### config.mk
export PLATFORM = sky130hd
export DESIGN_NAME = register_skid_slice
export DESIGN_NICKNAME = d
export VERILOG_FILES = /design/src/rtl/register_skid_slice.sv
export SDC_FILE = /design/constraint.sdc
export NUM_CORES = 1
export LEC_CHECK = 0
export BUFFER_PORTS_ARGS = -buffer_cell sky130_fd_sc_hd__clkbuf_2
export CAP_MARGIN = 30
export CORE_MARGIN = 2
export CORE_UTILIZATION = 45
export DETAILED_ROUTE_END_ITERATION = 10
export PLACE_DENSITY = 0.8
export SYNTH_ARGS = -nofsm -noshare
export SYNTH_HDL_FRONTEND = slang
export SYNTH_SLANG_ARGS = --single-unit
### constraint.sdc
create_clock -name clk -period 4.85 [get_ports clk]
set_clock_uncertainty 0.1 [all_clocks]
set_input_delay 0.2425 -clock clk [delete_from_list [all_inputs] [get_ports clk]]
set_output_delay 0.2425 -clock clk [all_outputs]
set_load 0.005 [all_outputs]
### src/rtl/register_skid_slice.sv
// Two-entry valid/ready register slice: main register drives m_data, skid register
// absorbs the beat that arrives while downstream stalls. All outputs come from flops.
module register_skid_slice #(
    parameter int WIDTH   = 8,
    parameter int COUNT_W = 16
) (
    input  logic               clk,
    input  logic               reset,
    input  logic               flush,
    input  logic               s_valid,
    input  logic [WIDTH-1:0]   s_data,
    output logic               s_ready,
    output logic               m_valid,
    output logic [WIDTH-1:0]   m_data,
    input  logic               m_ready,
    output logic [1:0]         occupancy,
    output logic [COUNT_W-1:0] xfer_count
);

    typedef enum logic [1:0] {
        EMPTY = 2'd0,
        BUSY  = 2'd1,
        FULL  = 2'd2
    } state_t;

    state_t             state_q, state_d;
    logic [WIDTH-1:0]   main_q, main_d;
    logic [WIDTH-1:0]   skid_q, skid_d;
    logic               m_valid_q, m_valid_d;
    logic               s_ready_q, s_ready_d;
    logic [1:0]         occ_q, occ_d;
    logic [COUNT_W-1:0] cnt_q, cnt_d;

    logic accept;
    logic pop;

    assign accept = s_valid & s_ready_q;
    assign pop    = m_valid_q & m_ready;

    always_comb begin
        state_d = state_q;
        main_d  = main_q;
        skid_d  = skid_q;
        cnt_d   = cnt_q;

        if (pop) begin
            cnt_d = cnt_q + COUNT_W'(1);
        end

        unique case (state_q)
            EMPTY: begin
                if (accept) begin
                    main_d  = s_data;
                    state_d = BUSY;
                end
            end
            BUSY: begin
                if (accept && !pop) begin
                    skid_d  = s_data;
                    state_d = FULL;
                end else if (accept && pop) begin
                    main_d  = s_data;
                end else if (pop) begin
                    state_d = EMPTY;
                end
            end
            FULL: begin
                if (pop) begin
                    main_d  = skid_q;
                    state_d = BUSY;
                end
            end
            default: begin
                state_d = EMPTY;
            end
        endcase

        // Flush drops held and incoming beats, but a pop this cycle still happened.
        if (flush) begin
            state_d = EMPTY;
            main_d  = main_q;
            skid_d  = skid_q;
        end

        m_valid_d = (state_d != EMPTY);
        s_ready_d = (state_d != FULL);

        unique case (state_d)
            BUSY:    occ_d = 2'd1;
            FULL:    occ_d = 2'd2;
            default: occ_d = 2'd0;
        endcase
    end

    // s_ready is held low throughout reset and rises on the first free-running edge.
    always_ff @(posedge clk) begin
        if (reset) begin
            state_q   <= EMPTY;
            main_q    <= '0;
            skid_q    <= '0;
            m_valid_q <= 1'b0;
            s_ready_q <= 1'b0;
            occ_q     <= 2'd0;
            cnt_q     <= '0;
        end else begin
            state_q   <= state_d;
            main_q    <= main_d;
            skid_q    <= skid_d;
            m_valid_q <= m_valid_d;
            s_ready_q <= s_ready_d;
            occ_q     <= occ_d;
            cnt_q     <= cnt_d;
        end
    end

    assign s_ready    = s_ready_q;
    assign m_valid    = m_valid_q;
    assign m_data     = main_q;
    assign occupancy  = occ_q;
    assign xfer_count = cnt_q;

endmodule

## Word-level counts from Yosys, hierarchy flattened

Index checks and enable logic that the tools add are counted.

- Add/sub/neg operators: 1
- Multiply operators: 0
- Div/mod/pow operators: 0
- Magnitude comparators: 0
- Eq/ne operators: 9
- Shift operators: 0
- Multiplexer cells: 13
- Bitwise logic cells: 3
- Reductions and logical operators: 8

Operator list:

| cell | number |
|---|---|
| 8-bit 2-to-1 mux | 4 |
| 8-bit one-hot mux with 3 select lines | 1 |
| 16-bit by 1-bit adder with 16-bit output, second input constant | 1 |
| 2-bit 2-to-1 mux | 6 |
| 2-bit inequality test, second input constant | 5 |
| 2-bit one-hot mux with 3 select lines | 1 |
| 6-bit AND reduction | 1 |
| 2-bit by 1-bit == test with 1-bit output, second input constant | 2 |
| 2-bit == test, second input constant | 2 |
| 2-bit one-hot mux with 2 select lines | 1 |
| 3-bit AND reduction | 1 |
| 3-bit nonzero test | 1 |
| 1-bit AND | 2 |
| 1-bit logical AND | 2 |
| 2-bit zero test | 1 |
| 2-bit nonzero test | 1 |
| 1-bit zero test | 1 |
| 1-bit NOT | 1 |

- Register bits: 38
- Latch bits: 0
- Bits in writable memories: 0
- Memory bits (read-only): 0
- Bits of input ports: 13
- Output and inout port bits: 28
- Logic and storage cells: 41
- Memories: 0

## Longest topological paths before layout

Gate-level depths: netlist (run 1).

- Word-level depth: 8
- Gate-level depth with buffers: 6
- Mapped depth without buffers: 5

## Worst setup path before layout (run 1)

Ideal clock, no wire load.

- Path type: register to register
- From: register cnt_q[0], in the netlist xfer_count[0]
- To: register cnt_q[14], in the netlist xfer_count[14]
- Library setup time: 71 ps
- Arrival: 1,557 ps
- Data required time: 4,679 ps
- Setup slack: 3,122 ps
- Stages on the path, launching flop included: 6
- Path buffers: 0
- Clock period less this slack: 1,728 ps
- Cell sequence: dfxtp_1 > ha_1 > and4_1 > nand3_4 > or4_1 > a21oi_1

- Word-level cells in the longest chain between the ends: 1

Ends and longest elaborated chain:

| what | RTL line | text |
|---|---|---|
| from (decl) | 32 | `logic [COUNT_W-1:0] cnt_q, cnt_d;` |
| from (signal assigned) | 112 | `cnt_q <= cnt_d;` |
| 16-bit by 1-bit adder with 16-bit output | 47 | `cnt_d = cnt_q + COUNT_W'(1);` |

Every way passes these cells.
A chain may end at the register's enable or synchronous reset.

## Final worst setup path (run 1)

Same ends and word-level chain as after synthesis.

==> impl_metrics.yaml, run 1 <==
routing:
  wl_um: 3300
  wl_per_cell_um: 12.7
  drtIter0Drc: 58
  vias: 1377
  drt.antenna.violating_nets: 0
  drc_errors: 0
  viasPerCell: 5.32
  dr.pass1.iters: 4
place:
  port_buffers: 40
  gp_congestion: 0.710
  dp_hpwl_um: 2330
synth:
  ys_ff_latch: 38
  syn-cell-area_um2: 1680
  synth_top_area_cell: "dfxtp_1"
  synth_fp_nets: 189
  synth_cell_types: 39
  yosys.area.top_type_share_pct: 45.4
  synth_compound_area_share_pct: 12.2
  synth-simple-area-share_pct: 22.2
  yosysSeqAreaShare_pct: 45.4
  synth_top_family_by_area: "simple AND/OR/NAND/NOR gates"
  synthAdderAreaFrac_pct: 0.746
  synthMuxAreaShare_pct: 10.9
  synth_area_leaders: "dfxtp_1 45%, mux2i_1 9.6%, nor2_1 5.1%"
  avgSynthCellArea_um2: 9.58
  synth_xor_area_share_pct: 5.22
  syn_inst: 175
  yosysWarnings: 0
critical_path:
  startpoint_type: "register"
  worstPathMaxFanout: 5
  cpPeakStageDelay_ns: 0.51
  worst_setup_path_end_kind: "register"
  slowest_stage: "or4_1"
  path_delay_family: "simple AND/OR/NAND/NOR gates"
  required_ns: 4.95
  path_cells: "ha_1 -> and4_1 -> nand3_4 -> or4_1 -> a21oi_1"
  cp_num_buf_inv: 0
  worstPathArrival_ns: 1.97
  criticalPathCategory: "reg -> reg"
global_routing:
  grt_pass1_vias: 1142
  grt_usage_pct: 16.2
  antenna_found_initial: 0
  grt_max_degree: 39
  grt_pass1_wl_um: 5240
  grt_overflow: 0
layout:
  diodes: 0
  drive_gt1_share_pct: 25.6
  syn2layout_area_growth_pct: 17.5
  fin_util_pct: 54.2
  nets: 226
  nFillCells: 356
hold_path:
  holdCritPathClass: "in -> reg"
clock_tree:
  path_clk_slew_ns: 0.07
  clock_latency_ns: 0.28
  ctsHoldBuffers: 0
  cts_sinks: 38
  clockRootBuffer: "clkbuf_8"
  cts_made_buffers: 5
  cts_buffer_depth: 2
  cts_setup_buffers: 0
  cts-resized-gates: 0
  cts_max_level: 2
  cts_tree: "done"
power:
  power_density_nw_per_um2: 288
  total_power_mw: 0.568
  ir_drop_v: 0.000170
  p_leak_nw: 0.864
timing:
  relSlewSlack_pct: 49.3
  setup_viol: 0
  fin_setup_tns_ns: 0
  finalCritPeriodShare_pct: 38.7
  slew_viol_final: 0
  post-route-min-period_ns: 1.88
  fmax_mhz: 533
  finalHoldViolations: 0
  worst_pin_slew_ns: 0.760
  rsz0062_at_grt: "no"
floorplanning:
  core_area_um2: 3630
  die_area_um2: 4230
  die_h_um: 65.0
  io_pins: 41
  initial_core_util_pct: 46.1
  die_width_um: 65.0
  rows: 22
job:
  cap_violations: 0
outcome:
  status: "finished clean"
-- state kept, by name, indices dropped and copies added, names as in the netlist --
signal      flops
m_data          8
m_valid         1
occupancy       2
s_ready         1
skid_q          8
state_q         2
xfer_count     16
-- placed cells by master, fill, tap and decap left out, types with 2 or more instances in the layout --
| master | netlist | final |
|---|---|---|
| nand2_1 | 11 | 11 |
| and2_1 | 3 | 3 |
| mux2i_1 | 16 | 16 |
| xnor2_1 | 5 | 5 |
| a21oi_1 | 15 | 15 |
| a311oi_1 | 8 | 8 |
| nor2b_1 | 2 | 2 |
| xor2_1 | 5 | 5 |
| clkbuf_2 | 1 | 40 |
| nor4_1 | 2 | 2 |
| dfxtp_1 | 38 | 38 |
| o311a_1 | 2 | 2 |
| nand3_1 | 4 | 4 |
| and4_1 | 2 | 2 |
| inv_1 | 2 | 2 |
| nor2_1 | 23 | 23 |
| clkbuf_8 | 0 | 6 |
| nand4_1 | 6 | 6 |
| mux2_2 | 2 | 2 |
| nor3_1 | 3 | 3 |
-- through the flow --
step	cells	hold slack, ns	instance area (µm²)	worst slack (ns)
2_1_floorplan	175	0.221	1680	3.12
3_3_place_gp	253	0.360	1890	2.99
3_5_place_dp	253	0.362	1890	2.96
4_1_cts	259	0.0587	1970	2.95
5_1_grt	259	0.0583	1970	2.87
6_report	259	0.0637	1970	2.97
-- synth_stat cells (all sizes together) --
cell,n
a211o,1
a21oi,15
a311oi,8
a31o,1
and2,3
and2b,1
and3b,1
and4,3
and4b,1
and4bb,1
buf,4
clkbuf,6
dfxtp,38
ha,1
inv,2
mux2,2
mux2i,16
nand2,11
nand2b,1
nand3,5
nand4,6
nor2,23
nor2b,2
nor3,3
nor4,3
o211a,1
o21ai,1
o311a,2
o31ai,1
or3,1
or4,1
xnor2,5
xor2,5
-- power breakdown --
group	switching (mW)	leakage, nW	internal [mW]
combinational	0.0217	0.513	0.0154
sequential	0.00408	0.308	0.318
clock	0.0991	0.0431	0.109
-- layer usage --
| metal | vias up | track usage [%] | part of all wire (%) | wire [µm] |
|---|---|---|---|---|
| met5 | - | 0 | 0 | 0 |
| met4 | 0 | 7.03 | 2.0 | 67 |
| met3 | 9 | 5.56 | 5.5 | 182 |
| met2 | 39 | 23.8 | 43 | 1430 |
| met1 | 621 | 21.5 | 49 | 1620 |
| li1 | 708 | - | - | - |
-- area by class of cell --
cell class	count	area [µm²]	share of cell area [%]
Tap cell	48	60.1	3.05
Multi-Input combinational cell	125	860	43.6
Inverter	2	7.51	0.381
Sequential cell	38	761	38.6
Clock buffer	6	82.6	4.19
Timing Repair Buffer	40	200	10.2
-- worst paths after layout --
kind / start / to / slack (ns) / cells after the start
hold / removal: flush / occupancy[1]$_SDFF_PP0_ / 0.06 / 2
hold reg to reg: skid_q[0]$_SDFFE_PP0P_ / skid_q[0]$_SDFFE_PP0P_ / 0.40 / 2
setup reg to reg: xfer_count[0]$_SDFFE_PP0P_ / xfer_count[14]$_SDFFE_PP0P_ / 2.97 / 5
setup / recovery: xfer_count[0]$_SDFFE_PP0P_ / xfer_count[14]$_SDFFE_PP0P_ / 2.97 / 5
-- kinds of logic after synthesis --
| logic type | after synthesis |
|---|---|
| AO/OA/AOI/OAI | 30 |
| AND/OR/NAND/NOR | 66 |
| adder cells (fa/ha/maj) | 1 |
| XOR/XNOR | 10 |
| buffers and inverters | 12 |
| flip-flops | 38 |
| multiplexers | 18 |
No activity file was read; power rests on OpenSTA's default activity.
==> inputs of run 2 (changes only) <==
Settings changed: ABC_AREA set to 1, PLACE_DENSITY 0.8 to 0.82.
Clock period 4.85 ns to 1.7 ns, I/O delays scaled along.
==> run 2 against run 1 <==
Synthesized cell count rose by 42%. Die area up 2.9%. Via count increased by 21%. Combinational power increased to 3.4 times the previous value. Worst hold slack worse by 0.051 ns. Final area grew 9.8%. Setup slack lost 2.8 ns. Synthesized area increased by 3.1%. Critical path depth increased by 1. Global-route usage rose by 1.9 points. First-iteration DRC count is 6.9% higher. Register-to-register slack worse by 2.8 ns. Critical path type unchanged. Critical endpoint is now xfer_count[8]$_SDFFE_PP0P_. Largest power group is now clock.
==> impl_metrics.yaml, run 2 <==
outcome:
  status: "finished clean"
routing:
  viasPerCell: 4.80
  met2_length_um: 1790
  drt.antenna.violating_nets: 0
  dr.pass1.iters: 4
  dr_wl_met3_um: 132
  vias: 1670
  drc_errors: 0
  drtIter0Drc: 62
  wl_um: 3590
  wl_met1_um: 1570
  wl_per_cell_um: 10.3
  top_layer_used: "met4"
layout:
  layout_commonest_cell: "nand2_1"
  nFillCells: 360
  drive_gt1_share_pct: 20.0
  syn2layout_area_growth_pct: 25.2
  largest_reg_flops: 16
  final_cell_mix: "61 x nand2_1, 45 x nor2_1, 40 x clkbuf_2"
  fin_util_pct: 58.7
  diodes: 0
  nets: 313
  final_cells: 348
  final_area_um2: 2160
floorplanning:
  die_h_um: 66.0
  core_area_um2: 3690
  io_pins: 41
  die_area_um2: 4350
  initial_core_util_pct: 46.9
  die_width_um: 66.0
  rows: 22
critical_path:
  reg2reg_depth: 6
  worstPathArrival_ns: 1.56
  r2r-start: "xfer_count[1]$_SDFFE_PP0P_"
  ff2ff_setup_slack_ns: 0.22
  crit_start: "xfer_count[1]$_SDFFE_PP0P_"
  worstPathMaxFanout: 7
  criticalPathCategory: "reg -> reg"
  required_ns: 1.78
  r2r-end: "xfer_count[8]$_SDFFE_PP0P_"
  startpoint_type: "register"
  worst_setup_path_end_kind: "register"
timing:
  relSlewSlack_pct: 76.1
  worst_pin_slew_ns: 0.358
  slew_viol_final: 0
  finalHoldViolations: 0
  finalCritPeriodShare_pct: 87.0
  post-route-min-period_ns: 1.48
  setup_viol: 0
  worst_slack_ns: 0.221
  hold_ws_ns: 0.0129
  fmax_mhz: 676
  fin_setup_tns_ns: 0
  rsz0062_at_grt: "no"
place:
  dp_hpwl_um: 2600
  place_area_um2: 1950
  port_buffers: 40
  gp_congestion: 0.830
  dp_slack_ns: 0.247
  place_inst: 333
synth:
  synth_xor_area_share_pct: 0.507
  ys_ff_latch: 38
  synth_fp_nets: 263
  synthMuxAreaShare_pct: 0
  yosysWarnings: 0
  syn_inst: 249
  synth-simple-area-share_pct: 32.1
  synthAdderAreaFrac_pct: 0.724
  yosys.area.top_type_share_pct: 44.0
  synth_cell_types: 23
  synth_flop_cell: "dfxtp_1"
  synth-edff-count: 0
  synthArstFlopShare_pct: 0
  synth_compound_area_share_pct: 12.0
  yosysSeqAreaShare_pct: 44.0
  synth_area_leaders: "dfxtp_1 44%, nand2_1 13%, nor2_1 9.8%"
  syn-cell-area_um2: 1730
  synth_top_family_by_area: "simple AND/OR/NAND/NOR gates"
  avgSynthCellArea_um2: 6.94
  synth_common_cells: "61 x nand2_1, 45 x nor2_1, 38 x dfxtp_1"
  synth_top_area_cell: "dfxtp_1"
  yosysMostFrequentCell: "nand2_1"
hold_path:
  min_from: "s_data[6]"
  hold-path-cell-count: 3
  min_to: "skid_q[6]$_SDFFE_PP0P_"
  holdCritPathClass: "in -> reg"
clock_tree:
  clock_latency_ns: 0.29
  clockRootBuffer: "clkbuf_8"
  cts_setup_buffers: 0
  cts-resized-gates: 0
  cts_buffer_depth: 2
  cts_max_level: 2
  ctsHoldBuffers: 7
  path_clk_slew_ns: 0.08
  cts_tree: "done"
  cts_sinks: 38
  cts_made_buffers: 5
global_routing:
  antenna_found_initial: 0
  grt_pass1_vias: 1464
  grt_usage_pct: 18.1
  grt_max_degree: 19
  grt_overflow: 0
  grt_pass1_wl_um: 6020
power:
  total_power_mw: 1.98
  power_density_nw_per_um2: 917
  ir_drop_v: 0.000710
  p_leak_nw: 1.01
job:
  cap_violations: 0
## run 2: cell types whose count changed in the layout (fill, tap and decap cells not counted), sizes merged, moves of 3 or more
cell,previous run,this run
dlygate4sd3,0,7
and4,3,0
nor2,23,47
xnor2,5,1
nand4,6,10
mux2i,16,0
nor4,3,0
nand2,11,65
inv,2,35
and2,3,0
a311oi,8,0
xor2,5,0
o21ai,1,20
## run 2: power breakdown
part,internal (mW),leakage [nW],switching (mW)
clock network,0.626,0.0714,0.313
logic,0.0579,0.634,0.0683
registers,0.908,0.308,0.0117
total,1.59,1.01,0.393
## run 2: area by class of cell
type                       count  area [µm²]  share of cell area [%]
clock buffer                   6        82.6                    3.82
sequential                    38         761                    35.1
multi-input combinational    170         785                    36.2
tap                           48        60.1                    2.77
clock inverter                 2        60.1                    2.77
inverter                      35         131                    6.07
timing repair buffer          49         285                    13.2
## run 2: critical path, stage by stage, from the launching register on
cell and delay, ns:
dfxtp_1 0.39, ha_1 0.20, nand3_2 0.13, nor2_4 0.18, nand2_1 0.12, nor3b_1 0.20
nor2_1 0.06
## run 2: logic make-up (layout without fill, tap and decap cells)
group	after synthesis	after routing
compound gates	39	39
buf+inv	41	92
flops	38	38
simple gates	129	129
xor+xnor	1	1
fa+ha+maj	1	1
## run 2: metal layers
layer	global-route usage, %	vias to the layer above
li1	-	883
met1	20.0	742
met2	31.8	32
met3	4.77	13
met4	8.93	0
met5	0	-
## run 2: how the worst max path moves through the flow
stage / endpoint / depth (start not counted) / slack, ns
final: xfer_count[8]$_SDFFE_PP0P_ / 6 / 0.22
after global routing: xfer_count[10]$_SDFFE_PP0P_ / 7 / 0.07
after CTS: xfer_count[8]$_SDFFE_PP0P_ / 6 / 0.22
after detailed placement: xfer_count[8]$_SDFFE_PP0P_ / 6 / 0.25
after global placement: xfer_count[8]$_SDFFE_PP0P_ / 6 / 0.32
after floorplan: xfer_count[8]$_SDFFE_PP0P_ / 6 / 0.36
